<file path="src/rtl/mem_port_arbiter.sv">
// ============================================================================
// Module      : mem_port_arbiter
// Description : Shares one variable-latency memory port between the IF and
//               MEM stages (data first) and drives pipeline stall/fetch-valid.
// Revision    : 1.0 - initial release
// ============================================================================
`default_nettype none

module mem_port_arbiter #(
  parameter int ADDR_W = 32,
  parameter int DATA_W = 32
) (
  input  logic              clk,
  input  logic              rst,
  input  logic              if_req,
  input  logic [ADDR_W-1:0] if_addr,
  input  logic              if_take,
  input  logic              flush,
  output logic [DATA_W-1:0] if_instr,
  output logic              if_valid,
  input  logic              dm_read,
  input  logic              dm_write,
  input  logic [ADDR_W-1:0] dm_addr,
  input  logic [DATA_W-1:0] dm_wdata,
  output logic [DATA_W-1:0] dm_rdata,
  output logic              dm_done,
  output logic              pipe_stall,
  output logic              mem_req,
  output logic              mem_we,
  output logic [ADDR_W-1:0] mem_addr,
  output logic [DATA_W-1:0] mem_wdata,
  input  logic [DATA_W-1:0] mem_rdata,
  input  logic              mem_ack
);

  typedef enum logic [1:0] {
    S_IDLE = 2'd0,
    S_DATA = 2'd1,
    S_INST = 2'd2
  } state_t;

  state_t            r_state;
  state_t            w_state_next;
  logic              w_dm_req;
  logic              w_grant_data;
  logic              w_grant_inst;
  logic              r_drop;
  logic              r_dm_done;
  logic              r_if_valid;
  logic              r_mem_we;
  logic [ADDR_W-1:0] r_mem_addr;
  logic [DATA_W-1:0] r_mem_wdata;
  logic [DATA_W-1:0] r_if_instr;
  logic [DATA_W-1:0] r_dm_rdata;

  assign w_dm_req = dm_read | dm_write;

  always_ff @(posedge clk or posedge rst) begin
    if (rst) begin
      r_state <= S_IDLE;
    end else begin
      r_state <= w_state_next;
    end
  end

  // The dm_done exclusion keeps the just-finished access from re-granting
  // in the cycle the pipeline advances, letting a waiting fetch in.
  always_comb begin
    w_state_next = r_state;
    w_grant_data = 1'b0;
    w_grant_inst = 1'b0;
    case (r_state)
      S_IDLE: begin
        if (w_dm_req && !r_dm_done) begin
          w_grant_data = 1'b1;
          w_state_next = S_DATA;
        end else if (if_req && !r_if_valid && !flush) begin
          w_grant_inst = 1'b1;
          w_state_next = S_INST;
        end
      end
      S_DATA:  if (mem_ack) w_state_next = S_IDLE;
      S_INST:  if (mem_ack) w_state_next = S_IDLE;
      default: w_state_next = S_IDLE;
    endcase
  end

  always_ff @(posedge clk or posedge rst) begin
    if (rst) begin
      r_drop      <= 1'b0;
      r_dm_done   <= 1'b0;
      r_if_valid  <= 1'b0;
      r_mem_we    <= 1'b0;
      r_mem_addr  <= '0;
      r_mem_wdata <= '0;
      r_if_instr  <= '0;
      r_dm_rdata  <= '0;
    end else begin
      r_dm_done <= 1'b0;

      if (w_grant_data) begin
        r_mem_addr  <= dm_addr;
        r_mem_wdata <= dm_wdata;
        r_mem_we    <= dm_write;
      end else if (w_grant_inst) begin
        r_mem_addr  <= if_addr;
        r_mem_we    <= 1'b0;
      end

      if (r_state == S_DATA && mem_ack) begin
        r_dm_done <= 1'b1;
        if (!r_mem_we) r_dm_rdata <= mem_rdata;
      end

      if (r_state == S_INST) begin
        if (mem_ack)    r_drop <= 1'b0;
        else if (flush) r_drop <= 1'b1;
      end

      // A flush in the ack cycle wins over the returning instruction.
      if (if_take || flush) r_if_valid <= 1'b0;
      if (r_state == S_INST && mem_ack && !r_drop && !flush) begin
        r_if_instr <= mem_rdata;
        r_if_valid <= 1'b1;
      end
    end
  end

  assign mem_req    = (r_state != S_IDLE);
  assign mem_we     = r_mem_we;
  assign mem_addr   = r_mem_addr;
  assign mem_wdata  = r_mem_wdata;
  assign if_instr   = r_if_instr;
  assign if_valid   = r_if_valid;
  assign dm_rdata   = r_dm_rdata;
  assign dm_done    = r_dm_done;
  assign pipe_stall = w_dm_req & ~r_dm_done;

endmodule

`default_nettype wire

</file>
<file path="config.mk">
export PLATFORM = sky130hd
export DESIGN_NAME = mem_port_arbiter
export DESIGN_NICKNAME = d
export VERILOG_FILES = /design/src/rtl/mem_port_arbiter.sv
export SDC_FILE = /design/constraint.sdc
export NUM_CORES = 1
export LEC_CHECK = 0
export BUFFER_PORTS_ARGS = -buffer_cell sky130_fd_sc_hd__buf_4
export CAP_MARGIN = 10
export CORE_MARGIN = 10
export CORE_UTILIZATION = 50
export CTS_BUF_LIST = sky130_fd_sc_hd__clkbuf_16
export DETAILED_ROUTE_END_ITERATION = 8
export PLACE_DENSITY = 0.86
export SETUP_SLACK_MARGIN = 0.3
export SLEW_MARGIN = 30
export SYNTH_ARGS = -nofsm -noshare
export SYNTH_HDL_FRONTEND = slang
export SYNTH_SLANG_ARGS = --single-unit
</file>
<file path="constraint.sdc">
create_clock -name clk -period 9.6 [get_ports clk]
set_input_delay 1.92 -clock clk [delete_from_list [all_inputs] [get_ports clk]]
set_output_delay 1.92 -clock clk [all_outputs]
set_load 0.03 [all_outputs]
</file>
==> results.tsv <==
metric	value	unit
outcome	finished clean	
critical_path_required	7.68	ns
nets	786	
total_leakage_power	4.00	nW
crit_fanout	4	
timing.hold.ws	0.477	ns
post_drt_via_cell_ratio	4.96	
seq_total_area_yosys	61.2	%
clk_latency	0.40	ns
max-vdd-ir-drop	271	uV
setup_repair_after_global_routing_missed_its_margin	no	
end_kind	output port	
utilization	75.2	%
gpl.final_weighted_congestion	0.843	
floorplan_core_area	10800	um^2
number_of_max_slew_violations_in_the_final_report	0	
post_synth_num_cell_types	30	
synth_area	5480	um^2
cts-root-buf	clkbuf_16	
grt-ovfl-total	0	
chipHeight	125	um
tritoncts	done	
fin_worst_skew	0.00836	ns
numCtsBuffers	17	
route.detailed.wl_per_inst	20.0	um
clock.fmax	0.228	GHz
drc_errors	0	
drive_gt1_share	63.3	%
cts_setup_buffers	0	
report.final.hold_viol_count	0	
first_global_vias	4432	
timing.max_slew.rel_slack	37.1	%
cts-resized-gates	0	
depth_of_the_worst_register_to_register_path	7	
drt-total-wl	16000	um
holdBufCountCts	0	
grt_usage	20.3	%
setup_tns	0	ns
syn_nets	515	
antenna_left	0	
synth-edff-count	0	
synth_ff_type	dfrtp_1	
synth.top_cells.by_count	dfrtp_1, mux2_2, nand2_1, mux2i_1, o21ai_1	
cp_data_arrival_time	2.47	ns
timing.final.crit_share	45.7	%
cts.clk_slew.worst_paths	0.05	ns
initial_util	50.7	%
via_count	3960	
floorplan.rows	38	
boundaryPins	269	
initial_antenna_violation_count	0	
slew_worst_pin	0.943	ns
synth_warnings	0	
asyncSetResetFlopFracSynth	100	%
maximum_number_of_pins_on_one_net_before_global_route_repair	92	
n_antenna_cell	0	
ys_top_cells_by_area	dfrtp_1, mux2_2, mux2i_1	
critical_path_startpoint_category	input port	
io_buffer_count	268	
drv.max_cap_violation_count	0	
finalWorstPathRequiredPeriod	4.39	ns
post_synth.cell_area_avg	14.6	um^2
powerDensity	409	nW/um^2
synth_top_area_cell	dfrtp_1	
worst-setup-path-type	in2out	
global_route_wire_length_before_repair	24800	um
hp-class	reg2reg	
synth_largest_type_area_fraction	61.2	%
areaGrowthSynthToFinish	48.2	%
dp_hpwl	12400	um
yosys.cell_count.top_type	dfrtp_1	
synth.ff_latch_count	134	
largest_buffer_count_on_any_clock_path	2	
hold_depth	2	
firstDrtPassIters	4	
post_synth_inst_count	376	
drt_iter0_drc	143	
setup_viol_count_final	0	
die-width	125	um
cts_num_sinks	134	
cts.htree.levels	4	
die_area	15500	um^2
## cells by family after synthesis
| family | share of synthesized area, % |
|---|---|
| flops | 61.2 |
| mux | 25.6 |
| compound gates | 5.21 |
| fa+ha+maj | 0.685 |
| buf+inv | 3.93 |
| simple gates | 3.36 |
## where the power goes
part	total (W)	internal, W	switching, W
Clock	0.000638	0.000404	0.000233
Combinational	0.00168	0.000681	0.00100
Sequential	0.00100	0.000846	0.000154
Total	0.00332	0.00193	0.00139
## worst max-delay path, cell delays in order
cell and delay (ns):
buf_4 0.12, o21ba_2 0.25, buf_4 0.18
## area by class of cell
| type | instances | area (um^2) |
|---|---|---|
| flip-flops and latches | 134 | 3350 |
| fillers | 718 | 2680 |
| repair buffers | 273 | 2050 |
| multi-input cells | 216 | 1930 |
| clock buffers | 17 | 425 |
| well taps | 140 | 175 |
| clock inverters | 14 | 161 |
| inverters | 5 | 21.3 |
## state kept, by name, indices dropped and copies added (netlist names)
signal     flops
dm_rdata      32
mem_addr      32
mem_we         1
r_drop         1
r_state        2
if_valid       1
dm_done        1
if_instr      32
mem_wdata     32
## cell usage in the layout, fill, tap and decap left out, drive strengths merged
master	netlist	final
buf	19	273
dfrtp	134	134
mux2	96	96
o21ai	34	34
nand2	33	33
mux2i	32	32
clkbuf	2	17
clkinv	0	8
inv	5	5
a21oi	4	4
ha	3	3
clkinvlp	0	3
bufinv	0	3
nand2b	2	2
nor3	2	2
nor2	2	2
and2	1	1
o21ba	1	1
nor3b	1	1
a32o	1	1
a21o	1	1
or2	1	1
a2bb2oi	1	1
o22ai	1	1
## worst paths after layout
| check | slack [ns] | startpoint | endpoint |
|---|---|---|---|
| max | 5.21 | dm_write | pipe_stall |
| min | 0.48 | mem_addr[27]$_DFFE_PP0P_ | mem_addr[27]$_DFFE_PP0P_ |
| max reg2reg | 7.18 | r_state[0]$_DFFE_PP0P_ | mem_addr[17]$_DFFE_PP0P_ |
| min reg2reg | 0.48 | mem_addr[27]$_DFFE_PP0P_ | mem_addr[27]$_DFFE_PP0P_ |
| max in group asynchronous | 6.82 | rst | mem_addr[8]$_DFFE_PP0P_ |
| min in group asynchronous | 1.58 | rst | dm_rdata[2]$_DFFE_PP0P_ |
## per-stage QoR
step                instance area, um^2  std cells  setup slack [ns]  total power (W)
global route                       8120        799              5.20          0.00349
finish                             8120        799              5.21          0.00332
detailed placement                 7530        768              5.21          0.00271
floorplan                          5480        376              4.10          0.00209
global placement                   7530        768              5.22          0.00264
CTS                                8120        799              5.21          0.00336
## routing by layer
layer / share of wire (%) / routed length [um] / global-route usage, % / up-vias
li1: - / - / - / 1853
met1: 35 / 5550 / 20.1 / 1928
met2: 53 / 8500 / 36.1 / 167
met3: 11 / 1770 / 10.5 / 12
met4: 1.1 / 184 / 5.96 / 0
met5: 0 / 0 / 0 / -
(Power assumes the default switching activity.)
